<file path="src/rtl/sdram_bist_if.sv">
// sdram_bist_if: burst handshake between the BIST engine (master) and the SDRAM controller (slave)
// Signals:
//   wr_req/rd_req    master->slave  burst write/read request
//   wr_ack/rd_ack    slave->master  per-word acknowledge
//   wr_addr/rd_addr  master->slave  burst start address
//   wr_len/rd_len    master->slave  burst length
//   wdata            master->slave  write data
//   rdata            slave->master  read data, valid with rd_ack
interface sdram_bist_if #(
  parameter int ADDR_W = 23,
  parameter int DATA_W = 16,
  parameter int LEN_W  = 9
);
  logic              wr_req;
  logic              wr_ack;
  logic [ADDR_W-1:0] wr_addr;
  logic [LEN_W-1:0]  wr_len;
  logic [DATA_W-1:0] wdata;
  logic              rd_req;
  logic              rd_ack;
  logic [ADDR_W-1:0] rd_addr;
  logic [LEN_W-1:0]  rd_len;
  logic [DATA_W-1:0] rdata;
  modport master (
    output wr_req, wr_addr, wr_len, wdata, rd_req, rd_addr, rd_len,
    input  wr_ack, rd_ack, rdata
  );
  modport slave (
    input  wr_req, wr_addr, wr_len, wdata, rd_req, rd_addr, rd_len,
    output wr_ack, rd_ack, rdata
  );
endinterface

</file>
<file path="src/rtl/sdram_bist.sv">
// sdram_bist: SDRAM self-test, writes NUM_BURSTS bursts of a pattern then reads them back and compares
// Ports:
//   clk, reset_n       clock, synchronous active-low reset
//   start_i, mode_i    start request and pattern select (0 w, 1 ~w, 2 LFSR, 3 walking one)
//   init_done_i        SDRAM initialisation complete
//   bus                burst handshake to the controller (sdram_bist_if.master)
//   busy_o, done_o     test running / finished (done held until next start)
//   pass_o             done with no mismatches
//   err_count_o        saturating mismatch count
//   first_err_addr_o   address of the first mismatch
//   timeout_o          only with SDRAM_BIST_TIMEOUT_EN: a burst stalled for TIMEOUT cycles
// Optional feature macro: SDRAM_BIST_TIMEOUT_EN
module sdram_bist #(
  parameter int ADDR_W     = 23,
  parameter int DATA_W     = 16,
  parameter int LEN_W      = 9,
  parameter int BURST_LEN  = 256,
  parameter int NUM_BURSTS = 4,
  parameter int BASE_ADDR  = 0
`ifdef SDRAM_BIST_TIMEOUT_EN
  , parameter int TIMEOUT  = 65535
`endif
) (
  input  logic              clk,
  input  logic              reset_n,
  input  logic              start_i,
  input  logic [1:0]        mode_i,
  input  logic              init_done_i,
  sdram_bist_if.master      bus,
  output logic              busy_o,
  output logic              done_o,
  output logic              pass_o,
  output logic [15:0]       err_count_o,
  output logic [ADDR_W-1:0] first_err_addr_o
`ifdef SDRAM_BIST_TIMEOUT_EN
  , output logic            timeout_o
`endif
);
  typedef enum logic [2:0] {IDLE, WAIT_INIT, WR_REQ, WR_DATA, RD_REQ, RD_DATA, DONE} state_t;
  localparam int KW = NUM_BURSTS > 1 ? $clog2(NUM_BURSTS) : 1;
  localparam logic [15:0] SEED = 16'hACE1;
  state_t            state_q;
  logic [1:0]        mode_q;
  logic [KW-1:0]     k_q;
  logic [LEN_W-1:0]  off_q;
  logic [ADDR_W-1:0] w_q, base_q, first_q;
  logic [15:0]       lfsr_q, lfsr_d, err_q, err_d;
  logic [DATA_W-1:0] walk_q, walk_d, pat;
  logic              wr_req_q, rd_req_q, busy_q, done_q, tmo_q;
  logic              in_rd, wr_ack_ok, rd_ack_ok, ack_ok, mismatch, last_w, last_k, tmo_hit;
  always_comb begin
    in_rd = state_q == RD_REQ || state_q == RD_DATA;
    // an ack in a REQ state only counts once the request is actually on the bus
    wr_ack_ok = bus.wr_ack && ((state_q == WR_REQ && wr_req_q) || state_q == WR_DATA);
    rd_ack_ok = bus.rd_ack && ((state_q == RD_REQ && rd_req_q) || state_q == RD_DATA);
    ack_ok = wr_ack_ok || rd_ack_ok;
    pat = mode_q == 2'd0 ? DATA_W'(w_q) :
          mode_q == 2'd1 ? ~DATA_W'(w_q) :
          mode_q == 2'd2 ? DATA_W'(lfsr_q) : walk_q;
    mismatch = rd_ack_ok && bus.rdata != pat;
    err_d = (mismatch && err_q != 16'hFFFF) ? err_q + 16'd1 : err_q;
    lfsr_d = {lfsr_q[14:0], lfsr_q[15] ^ lfsr_q[13] ^ lfsr_q[12] ^ lfsr_q[10]};
    walk_d = {walk_q[DATA_W-2:0], walk_q[DATA_W-1]};
    last_w = off_q == LEN_W'(BURST_LEN - 1);
    last_k = k_q == KW'(NUM_BURSTS - 1);
  end
`ifdef SDRAM_BIST_TIMEOUT_EN
  logic        in_xfer;
  logic [31:0] cnt_q;
  assign in_xfer = in_rd || state_q == WR_REQ || state_q == WR_DATA;
  // reloads on every ack and on the cycle a request is raised
  always_ff @(posedge clk)
    cnt_q <= (!reset_n || !in_xfer || ack_ok || (state_q == WR_REQ && !wr_req_q) ||
              (state_q == RD_REQ && !rd_req_q)) ? '0 : cnt_q + 32'd1;
  assign tmo_hit = in_xfer && !ack_ok && cnt_q >= 32'(TIMEOUT - 1);
  assign timeout_o = tmo_q;
`else
  assign tmo_hit = 1'b0;
`endif
  always_ff @(posedge clk) begin
    if (!reset_n) begin
      state_q  <= IDLE;
      mode_q   <= '0;
      k_q      <= '0;
      off_q    <= '0;
      w_q      <= '0;
      base_q   <= '0;
      first_q  <= '0;
      err_q    <= '0;
      lfsr_q   <= SEED;
      walk_q   <= DATA_W'(1);
      wr_req_q <= 1'b0;
      rd_req_q <= 1'b0;
      busy_q   <= 1'b0;
      done_q   <= 1'b0;
      tmo_q    <= 1'b0;
    end else begin
      err_q <= err_d;
      if (mismatch && err_q == '0) first_q <= base_q + ADDR_W'(off_q);
      if (ack_ok) begin
        w_q      <= w_q + ADDR_W'(1);
        off_q    <= off_q + LEN_W'(1);
        lfsr_q   <= lfsr_d;
        walk_q   <= walk_d;
        wr_req_q <= 1'b0;
        rd_req_q <= 1'b0;
      end
      case (state_q)
        IDLE, DONE: if (start_i) begin
          state_q <= WAIT_INIT;
          mode_q  <= mode_i;
          err_q   <= '0;
          first_q <= '0;
          k_q     <= '0;
          off_q   <= '0;
          w_q     <= '0;
          base_q  <= ADDR_W'(BASE_ADDR);
          lfsr_q  <= SEED;
          walk_q  <= DATA_W'(1);
          busy_q  <= 1'b1;
          done_q  <= 1'b0;
          tmo_q   <= 1'b0;
        end
        WAIT_INIT: if (init_done_i) state_q <= WR_REQ;
        WR_REQ, WR_DATA, RD_REQ, RD_DATA: begin
          // request goes up one cycle after entering the REQ state
          if (state_q == WR_REQ && !wr_req_q) wr_req_q <= 1'b1;
          if (state_q == RD_REQ && !rd_req_q) rd_req_q <= 1'b1;
          if (ack_ok && !last_w) state_q <= in_rd ? RD_DATA : WR_DATA;
          if (ack_ok && last_w) begin
            off_q <= '0;
            if (!last_k) begin
              k_q     <= k_q + KW'(1);
              base_q  <= base_q + ADDR_W'(BURST_LEN);
              state_q <= in_rd ? RD_REQ : WR_REQ;
            end else if (!in_rd) begin
              // rewind so the read phase regenerates the same sequence
              k_q     <= '0;
              w_q     <= '0;
              base_q  <= ADDR_W'(BASE_ADDR);
              lfsr_q  <= SEED;
              walk_q  <= DATA_W'(1);
              state_q <= RD_REQ;
            end else begin
              state_q <= DONE;
              busy_q  <= 1'b0;
              done_q  <= 1'b1;
            end
          end
        end
        default: state_q <= IDLE;
      endcase
      if (tmo_hit) begin
        wr_req_q <= 1'b0;
        rd_req_q <= 1'b0;
        state_q  <= DONE;
        busy_q   <= 1'b0;
        done_q   <= 1'b1;
        tmo_q    <= 1'b1;
      end
    end
  end
  assign bus.wr_req       = wr_req_q;
  assign bus.rd_req       = rd_req_q;
  assign bus.wr_addr      = base_q;
  assign bus.rd_addr      = base_q;
  assign bus.wr_len       = LEN_W'(BURST_LEN);
  assign bus.rd_len       = LEN_W'(BURST_LEN);
  assign bus.wdata        = pat;
  assign busy_o           = busy_q;
  assign done_o           = done_q;
  assign pass_o           = done_q && err_q == '0 && !tmo_q;
  assign err_count_o      = err_q;
  assign first_err_addr_o = first_q;
endmodule

</file>
<file path="src/flat_wrapper.sv">
// flat-port wrapper written by rule: the top's interface ports become plain ports
module sdram_bist_flat 
#(
  parameter int ADDR_W     = 23,
  parameter int DATA_W     = 16,
  parameter int LEN_W      = 9,
  parameter int BURST_LEN  = 256,
  parameter int NUM_BURSTS = 4,
  parameter int BASE_ADDR  = 0

)
  (clk, reset_n, start_i, mode_i, init_done_i, busy_o, done_o, pass_o, err_count_o, first_err_addr_o, bus_wr_req, bus_wr_addr, bus_wr_len, bus_wdata, bus_rd_req, bus_rd_addr, bus_rd_len, bus_wr_ack, bus_rd_ack, bus_rdata);
  sdram_bist_if #(.ADDR_W(ADDR_W), .DATA_W(DATA_W), .LEN_W(LEN_W)) bus_i ();
  input  logic clk;
  input  logic reset_n;
  input  logic start_i;
  input  logic [1:0] mode_i;
  input  logic init_done_i;
  output logic busy_o;
  output logic done_o;
  output logic pass_o;
  output logic [15:0] err_count_o;
  output logic [ADDR_W-1:0] first_err_addr_o;
  output wire logic [$bits(bus_i.wr_req)-1:0] bus_wr_req;
  output wire logic [$bits(bus_i.wr_addr)-1:0] bus_wr_addr;
  output wire logic [$bits(bus_i.wr_len)-1:0] bus_wr_len;
  output wire logic [$bits(bus_i.wdata)-1:0] bus_wdata;
  output wire logic [$bits(bus_i.rd_req)-1:0] bus_rd_req;
  output wire logic [$bits(bus_i.rd_addr)-1:0] bus_rd_addr;
  output wire logic [$bits(bus_i.rd_len)-1:0] bus_rd_len;
  input wire logic [$bits(bus_i.wr_ack)-1:0] bus_wr_ack;
  input wire logic [$bits(bus_i.rd_ack)-1:0] bus_rd_ack;
  input wire logic [$bits(bus_i.rdata)-1:0] bus_rdata;
  assign bus_wr_req = bus_i.wr_req;
  assign bus_wr_addr = bus_i.wr_addr;
  assign bus_wr_len = bus_i.wr_len;
  assign bus_wdata = bus_i.wdata;
  assign bus_rd_req = bus_i.rd_req;
  assign bus_rd_addr = bus_i.rd_addr;
  assign bus_rd_len = bus_i.rd_len;
  assign bus_i.wr_ack = bus_wr_ack;
  assign bus_i.rd_ack = bus_rd_ack;
  assign bus_i.rdata = bus_rdata;
  sdram_bist #(.ADDR_W(ADDR_W), .DATA_W(DATA_W), .LEN_W(LEN_W), .BURST_LEN(BURST_LEN), .NUM_BURSTS(NUM_BURSTS), .BASE_ADDR(BASE_ADDR)) u_core (.clk(clk), .reset_n(reset_n), .start_i(start_i), .mode_i(mode_i), .init_done_i(init_done_i), .bus(bus_i), .busy_o(busy_o), .done_o(done_o), .pass_o(pass_o), .err_count_o(err_count_o), .first_err_addr_o(first_err_addr_o));
endmodule
</file>
<file path="config.mk">
export PLATFORM = sky130hd
export DESIGN_NAME = sdram_bist_flat
export DESIGN_NICKNAME = d
export VERILOG_FILES = /design/src/rtl/sdram_bist_if.sv /design/src/rtl/sdram_bist.sv /design/src/flat_wrapper.sv
export SDC_FILE = /design/constraint.sdc
export NUM_CORES = 1
export LEC_CHECK = 0
export ABC_AREA = 1
export CAP_MARGIN = 40
export CELL_PAD_IN_SITES_DETAIL_PLACEMENT = 2
export CELL_PAD_IN_SITES_GLOBAL_PLACEMENT = 2
export CORE_ASPECT_RATIO = 2
export CORE_UTILIZATION = 27
export DETAILED_ROUTE_END_ITERATION = 12
export PLACE_DENSITY_LB_ADDON = 0.1
export SYNTH_ARGS = -nofsm -noshare
export SYNTH_HDL_FRONTEND = slang
export SYNTH_SLANG_ARGS = --single-unit
export TNS_END_PERCENT = 50
</file>
<file path="constraint.sdc">
create_clock -name clk -period 2.55 [get_ports clk]
set_input_delay 0.255 -clock clk [delete_from_list [all_inputs] [get_ports clk]]
set_output_delay 0.255 -clock clk [all_outputs]
set_load 0.02 [all_outputs]
</file>
After elaboration in Yosys (flattened, before gate mapping)
Cells that the tools add are included.
{ "word_totals": {"mem_bits_ro": 0, "output_inout_bits": 124, "ram_bits": 0, "mem_count": 0, "input_bits": 24, "reg_bits": 137, "latchBits": 0, "word_cells": 138} }
{ "classes": {"n_mul": 0, "magnitude_cmp": 0, "bitwise": 4, "n_addsub": 6, "n_mux": 66, "n_eq_ne": 19, "n_reduce_logical": 29, "div": 0, "shift": 0} }
{ "op_table": {"columns": ["op", "count"], "rows": [
  ["$mux 23", 12],
  ["$mux 16", 16],
  ["$pmux 23 s2", 2],
  ["$pmux 16 s2", 2],
  ["$mux 9", 3],
  ["$add 23x1->23 const B", 1],
  ["$add 23x9->23", 1],
  ["$add 23x9->23 const B", 1],
  ["$mux 3", 7],
  ["$pmux 9 s2", 1],
  ["$add 16x1->16 const B", 1],
  ["$logic_not 16->1", 1],
  ["$ne 16x16->1", 1],
  ["$ne 16x16->1 const B", 1],
  ["$not 16->16", 1],
  ["$mux 1", 14],
  ["$logic_and 1x1->1", 12],
  ["$mux 2", 5],
  ["$add 9x1->9 const B", 1],
  ["$eq 3x3->1 const B", 3],
  ["$eq 9x8->1 const B", 1],
  ["$pmux 3 s3", 1],
  ["$eq 3x2->1 const B", 2],
  ["$ne 2x1->1 const B", 3],
  ["other kinds (21)", 31]
]} }

Logic depth before layout (Yosys ltp)
{ "logic_depth": {"ltp_word": 10, "mapped_depth": 18, "mapped_depth_nobuf": 17} }

Least setup slack after synthesis
Ideal clock, no wire load.
{ "synth_timing": {"kind": "register -> register", "from": "reg u_core.off_q[0]", "to": "reg u_core.base_q[17] (netlist: u_core.bus.rd_addr[17])", "period_less_slack_ps": 2073, "setup_time_ps": 115, "setup_slack_ps": 477, "path_stages_with_launch": 14, "arrival_ps": 1958, "path_cell_list": "dfxtp_1 ha_1 nand3_1 nor3_1 ha_1 nand2_1 nand2_1 nand3_1 nor2_4 nand2_1 nor3b_1 nand2_1 nand2_1 nor2_1"} }
{ "synth_via": {"elab_chain_len": 4} }
{ "synth_rtl": {"columns": ["item", "line_no", "text"], "rows": [
  ["from (decl)", "sdram_bist.sv:45", "logic [LEN_W-1:0] off_q;"],
  ["from (signal assigned)", "sdram_bist.sv:102", "off_q <= off_q + LEN_W'(1);"],
  ["$eq 9x8->1", "sdram_bist.sv:64", "last_w = off_q == LEN_W'(BURST_LEN - 1);"],
  ["$logic_and 1x1->1", "sdram_bist.sv:130", "if (ack_ok && last_w) begin"],
  ["$ne 2x1->1 (no line)", null, null],
  ["$reduce_and 4->1 (no line)", null, null],
  ["to (signal assigned)", "sdram_bist.sv:117", "base_q <= ADDR_W'(BASE_ADDR);"],
  ["to (signal assigned)", "sdram_bist.sv:134", "base_q <= base_q + ADDR_W'(BURST_LEN);"],
  ["to (signal assigned)", "sdram_bist.sv:140", "base_q <= ADDR_W'(BASE_ADDR);"],
  ["to (decl)", "sdram_bist.sv:46", "logic [ADDR_W-1:0] w_q, base_q, first_q;"]
]} }
No other way between the ends.
A chain may end at the register's enable or synchronous reset.

Final worst setup path
{ "layout_timing": {"from": "reg u_core.mode_q[0]", "to": "out bus_wdata[6]"} }
{ "layout_via": {"elab_chain_len": 4} }
{ "layout_rtl": {"columns": ["item", "line_no", "text"], "rows": [
  ["from (decl)", "sdram_bist.sv:43", "logic [1:0] mode_q;"],
  ["from (signal assigned)", "sdram_bist.sv:111", "mode_q <= mode_i;"],
  ["$eq 2x2->1", "sdram_bist.sv:59", "mode_q == 2'd2 ? DATA_W'(lfsr_q) : walk_q;"],
  ["$mux 16", "sdram_bist.sv:59", null],
  ["$mux 16", "sdram_bist.sv:58", "mode_q == 2'd1 ? ~DATA_W'(w_q) :"],
  ["$mux 16 *", "sdram_bist.sv:57", "pat = mode_q == 2'd0 ? DATA_W'(w_q) :"],
  ["to (decl)", "flat_wrapper.sv:27", "output wire logic [$bits(bus_i.wdata)-1:0] bus_wdata;"]
]} }
Mark *: on every way between the ends. The rest lies on a longest branch, timed or not.

==> metrics.txt <==
maximum VDD drop 0.000464 V; Multi-input gate area 3590 um2; vias in the first global route 7713; clk root buf clkbuf_16; crit start category flop; synth warn 0; Core Footprint 25200 um2; Most used DFF post-synth dfxtp_1; Seq cells post-synth 122; TritonCTS Sinks 122; largest family of logic cells by synthesized area simple AND/OR/NAND/NOR gates; FMAX 414 MHz; Async SR Flop Fraction 0%; die height 229 um; Total Power 6.33 mW; CP arrival 2160 ps; # H-tree levels 4; Synth Area in Compound Gates 8.38%; initial DRC count 145; Critical Path Sink Type output port; leakage power 4.18 nW; WHS 471 ps; initial antenna violation count 0; die area 26500 um2; Detailed Place HPWL 19900 um; status completed; post-synthesis sequential area ratio 35.0%; GRT Overall Usage 19.8%; slowest CP cell clkdlybuf4s50_1; row count 82; Clock Power Share 38.3%; P_sw 2.15 mW; Hold Crit Depth 3; layout net count 1232; slowest cell delay on critical path 620 ps; pin count of the biggest net entering global routing 52; IO Count 148; number of diodes 0; Final Setup Violations 0; CTS tree built; first-pass GRT wire length 39700 um; hold-fix buffers at CTS 0; sequential cell area 2440 um2; deepest clock path buffer count 2; Simple-Gate Fraction of Synth Area 34.1%; Comb pwr share 29.3%; cell mode on critical path nand2_1; power density cells 694 nW/um2; number of enable flip-flop cells after synthesis 0; Num CTS Buffers 17; PortBufs 113; Synth Cell Area 6970 um2; Worst EP required 2300 ps; switching part of the total 33.9%; CP Cell Sequence inv_2 -> nand2_2 -> inv_4 -> buf_4 -> nand2_1 -> nand3_1 -> nand2_1 -> clkdlybuf4s50_1; mux cell area share after synthesis 0%; gpl congestion 0.764; Max Cap Viol 0; fillcell total 3114; Post-Route WL 24700 um; Residual DRC 0; Crit Path Max Fanout 10; Starting Density 27.6%; Synth cell types 35; Rel. slew slack 61.7%; internal power 4.19 mW; Worst-path clk slew 60 ps; Seq pwr share 32.4%; Hold Violations, Final 0; area delta synth->final 31.0%; Final Max Tran Viols 0; DR vias/cell 4.59; r2r worst-path depth 17; clock skew 7.07 ps; Pre-antenna DRT Iters 4; Synth Area in Adders 1.79%; Synth Area in XOR/XNOR 4.90%; CP Class reg2out; Post-Place Cell Area 8500 um2; Tmin final 2410 ps; later-pin clock latency in the skew report 430 ps; Hold Path Class in2reg; Final Instance Area 9130 um2; DIE WIDTH 116 um; worst slew pin tran 574 ps; Routed Antenna Nets 0; cells after synthesis 1067; layout cells sized above 1 8.93%; Syn Area/Cell 6.54 um2; period utilization 94.7%; Vias 7103; routed length per instance 16.0 um; GR Overflow Total 0
## worst max-delay path, delay by kind of cell, from the launching register on
family | cells | cell delay [ps]
simple gates | 4 | 420
buf+inv | 4 | 930
flops | 1 | 390
## flip-flops by register name, summed over array words and instances (netlist names)
register                 count
u_core.first_err_addr_o     23
u_core.err_count_o          16
u_core.lfsr_q               16
u_core.w_q                  16
u_core.walk_q               16
u_core.bus.rd_addr          15
u_core.off_q                 9
u_core.state_q               3
u_core.k_q                   2
u_core.mode_q                2
u_core.bus.rd_req            1
u_core.bus.wr_req            1
u_core.busy_o                1
u_core.done_o                1
## metrics by stage
step                setup WS, ps  TNS (ps)  util (%)  instances
floorplan                    477         0         -       1100
global placement            47.2         0      33.7       1513
detailed placement         -12.5     -12.5      33.7       1513
CTS                        -11.8     -11.8      36.0       1544
global route               -3.45     -3.45      36.2       1546
finish                       136         0      36.2       1546
## routing by layer
metal  vias to the layer above  track usage (%)  wire length, um
met5                         -                0                0
met4                         0             6.37              518
met3                        24             3.60              620
met2                       123             42.2            15200
met1                      3435             17.3             8420
li1                       3521                -                -
## cell families (layout without fill, tap and decap cells)
logic type	after synthesis	after routing
AO/OA/AOI/OAI	96	96
XOR/XNOR	39	39
adder cells (fa/ha/maj)	10	10
buffers and inverters	235	345
flip-flops	122	122
other	2	35
AND/OR/NAND/NOR	563	563
## cells in the final DEF, fill, tap and decap left out, types with 4 or more instances in the layout
| cell | instances |
|---|---|
| a211oi_1 | 25 |
| a21oi_1 | 26 |
| buf_4 | 48 |
| clkbuf_16 | 17 |
| clkbuf_8 | 4 |
| clkdlybuf4s50_1 | 104 |
| conb_1 | 35 |
| dfxtp_1 | 121 |
| ha_1 | 9 |
| inv_1 | 149 |
| inv_2 | 4 |
| nand2_1 | 254 |
| nand2_2 | 5 |
| nand3_1 | 79 |
| nand3b_1 | 4 |
| nand4_1 | 21 |
| nor2_1 | 162 |
| nor2_2 | 4 |
| nor3_1 | 14 |
| nor4_1 | 4 |
| o211ai_1 | 9 |
| o21ai_0 | 28 |
| or2_2 | 4 |
| xnor2_1 | 12 |
| xor2_1 | 27 |
## power by group through the flow
stage	logic [mW]	registers [mW]	clock network, mW
after floorplan	1.07	2.10	0
after global placement	1.83	2.09	0
after detailed placement	1.86	2.10	0
after CTS	1.87	2.05	2.51
after global routing	2.07	2.06	2.58
final	1.86	2.05	2.42
## path summary, 6_finish.rpt
kind,from,end,slack [ps]
setup reg to reg,u_core.mode_q[0]$_SDFFE_PN0P_,u_core.err_count_o[1]$_SDFF_PN0_,220
hold reg to reg,u_core.k_q[1]$_SDFFE_PN0P_,u_core.k_q[1]$_SDFFE_PN0P_,470
setup / recovery,u_core.mode_q[0]$_SDFFE_PN0P_,bus_wdata[6],140
hold / removal,mode_i[1],u_core.mode_q[1]$_SDFFE_PN0P_,470
## Yosys cell counts (15+ instances only)
master,number,share of area (%)
inv_1,149,8.0
o21ai_0,29,2.1
xor2_1,27,3.4
a21oi_1,26,1.9
nand3_1,79,5.7
dfxtp_1,122,35
nor2_1,165,8.9
nand2_1,255,14
clkbuf_1,15,0.81
buf_4,55,5.9
a211oi_1,25,2.7
nand4_1,21,1.9
nor3_1,16,1.1
## final cells by class
class,instances,area share [%]
Timing Repair Buffer,159,16.5
Multi-Input combinational cell,743,39.4
Inverter,155,6.40
Clock buffer,24,5.39
Sequential cell,122,26.8
Tap cell,336,4.60
Clock inverter,7,0.987
## repair_timing
| action | in CTS | in global routing |
|---|---|---|
| resized for setup | 3 | 21 |
| pin swaps | 0 | 2 |
| endpoints found under the hold margin | 0 | 0 |
| setup buffers | 0 | 2 |
| setup endpoints to repair | 4 | 53 |
Power figures use the tool's default switching activity.
==> variant: new RTL, same flow settings <==
Register the output `err_count_o` once more, without a reset; this adds one clock of latency there. The other outputs are not delayed to match.
--- a/src/rtl/sdram_bist.sv
+++ b/src/rtl/sdram_bist.sv
@@ -170,7 +170,9 @@
   assign busy_o           = busy_q;
   assign done_o           = done_q;
   assign pass_o           = done_q && err_q == '0 && !tmo_q;
-  assign err_count_o      = err_q;
+  always_ff @(posedge clk) begin
+    err_count_o <= err_q;
+  end
   assign first_err_addr_o = first_q;
 endmodule
 
Formal check against the unedited RTL: same outputs for any inputs over 4 cycles, from zero or initial values and one cycle with reset_n low; that may be too few to reach the edited logic, so the function may still have changed.
==> variant against the original RTL <==
Sequential cell count up 16; setup slack worse by 20 ps; count of clock-buffer cells in the layout down 1; non-clock buffer count down 5; synthesized area up 5.3%; final area up 4.2%; utilization down 0.68 points; via count up 2.3%; total power up 5.9%; routed wire length up 8.7%; cell count up 1.8%; sequential power up 12%; clock power up 6%.
==> variant: results (changes against the original RTL) <==
status=completed (unchanged); number of global-route vias before repair=7887 (was 7713); Yosys cell types=34 (was 35); Leak Pwr=4.36 nW (was 4.18 nW); total detailed-routing wirelength=26.9 mm (was 24.7 mm); number of antenna violations at the first check in global routing=0 (unchanged); clock tree skew after final layout=8.77 ps (was 7.07 ps); ranking of synthesized cells by instance count=sky130_fd_sc_hd__nand2_1, sky130_fd_sc_hd__nor2_1, sky130_fd_sc_hd__inv_1, sky130_fd_sc_hd__dfxtp_1, sky130_fd_sc_hd__nand3_1 (unchanged); fraction of synthesis flops using an asynchronous set or reset pin=0% (unchanged); # nets final=1248 (was 1232); number of DRC violations after detailed-routing iteration 0=171 (was 145); minimum hold slack=352 ps (was 471 ps); count of TritonRoute iterations in the first routing pass=4 (unchanged); fraction of the yosys area taken by sequential cells=37.6% (was 35.0%); count of final setup violators=0 (unchanged); class of the tightest hold or removal check=reg2reg (was in2reg); fraction of final layout cells with drive strength greater than 1=7.42% (was 8.93%); final antenna diode count=0 (unchanged); highest cell delay on the worst timing path=630 ps; largest cells by area after synthesis=sky130_fd_sc_hd__dfxtp_1, sky130_fd_sc_hd__nand2_1, sky130_fd_sc_hd__nor2_1 (unchanged); Worst-Margin Slew=602 ps (was 574 ps); delay-heaviest family, CP=buffers and inverters (unchanged); worst setup slack for register-to-register paths=210 ps; Post-Place Worst Slack=46.9 ps (was -12.5 ps); Inserted Clock Buffers=17 (unchanged); worst-case setup margin in the final layout=116 ps (was 136 ps); maximum clock path buffer count=2 (unchanged); depth of the CTS H-tree=4 (unchanged); instance count of the mapped netlist=1088 (was 1067); average wire per standard cell=17.1 µm (was 16.0 µm); DR vias=7269 (was 7103); Area after DPL=8900 µm² (was 8500 µm²); post-detailed-placement half-perimeter wirelength=21.6 mm (was 19.9 mm); total number of yosys warnings=0 (unchanged); first-pass GRT wire length=42.2 mm (was 39.7 mm); Final Wtd Congestion=0.817 (was 0.764); placed insts=1543 (was 1513); global-route usage over all layers=20.0% (was 19.8%); pin count of the biggest net entering global routing=34 (was 52); peak supply drop=436 µV (was 464 µV); max reg flops=23 (unchanged); CTS clk-pin slew, worst paths=60 ps (about the same); post-cts sizing count=4 (was 3); largest fanout on the critical path=16 (was 10); insertion delay to the later sink of the worst-skew pair=440 ps
variant: area by class of cell:
type | count | area (µm²)
multi-input combinational | 743 | 3600
tap | 348 | 435
clock buffer | 23 | 478
sequential | 138 | 2760
timing repair buffer | 154 | 1520
fill | 3241 | 17300
inverter | 160 | 601
clock inverter | 8 | 118
variant: report_power, final:
| group | internal [mW] | total, mW | switching, mW |
|---|---|---|---|
| registers | 2.22 | 2.30 | 0.0767 |
| clock network | 1.60 | 2.56 | 0.960 |
| logic | 0.665 | 1.85 | 1.18 |
| total | 4.49 | 6.71 | 2.22 |
variant: worst paths after layout:
| kind | startpoint | to | cells past startpoint |
|---|---|---|---|
| setup / recovery | u_core.mode_q[1]$_SDFFE_PN0P_ | bus_wdata[13] | 7 |
| setup reg to reg | u_core.mode_q[1]$_SDFFE_PN0P_ | u_core.first_err_addr_o[20]$_SDFF_PN0_ | 17 |
| hold / removal | u_core.err_q[5]$_SDFF_PN0_ | u_core.err_count_o[5]$_DFF_P_ | 0 |
| hold reg to reg | u_core.err_q[5]$_SDFF_PN0_ | u_core.err_count_o[5]$_DFF_P_ | 0 |
variant: cell families after synthesis:
| kind of cell | after synthesis | share of synthesized area, % |
|---|---|---|
| adders and majority gates | 10 | 1.70 |
| xor gates and xnor gates | 40 | 4.77 |
| DFF | 138 | 37.6 |
| AOI/OAI and AO/OA | 101 | 8.40 |
| buffers and inverters | 240 | 15.3 |
| and+or+nand+nor | 557 | 32.1 |
| other | 2 | 0.102 |
variant: layer usage:
layer / track usage (%) / wire, µm / up-vias
li1: - / - / 3585
met1: 17.0 / 8890 / 3524
met2: 42.1 / 16300 / 117
met3: 3.32 / 570 / 43
met4: 10.3 / 1130 / 0
met5: 0 / 0 / -
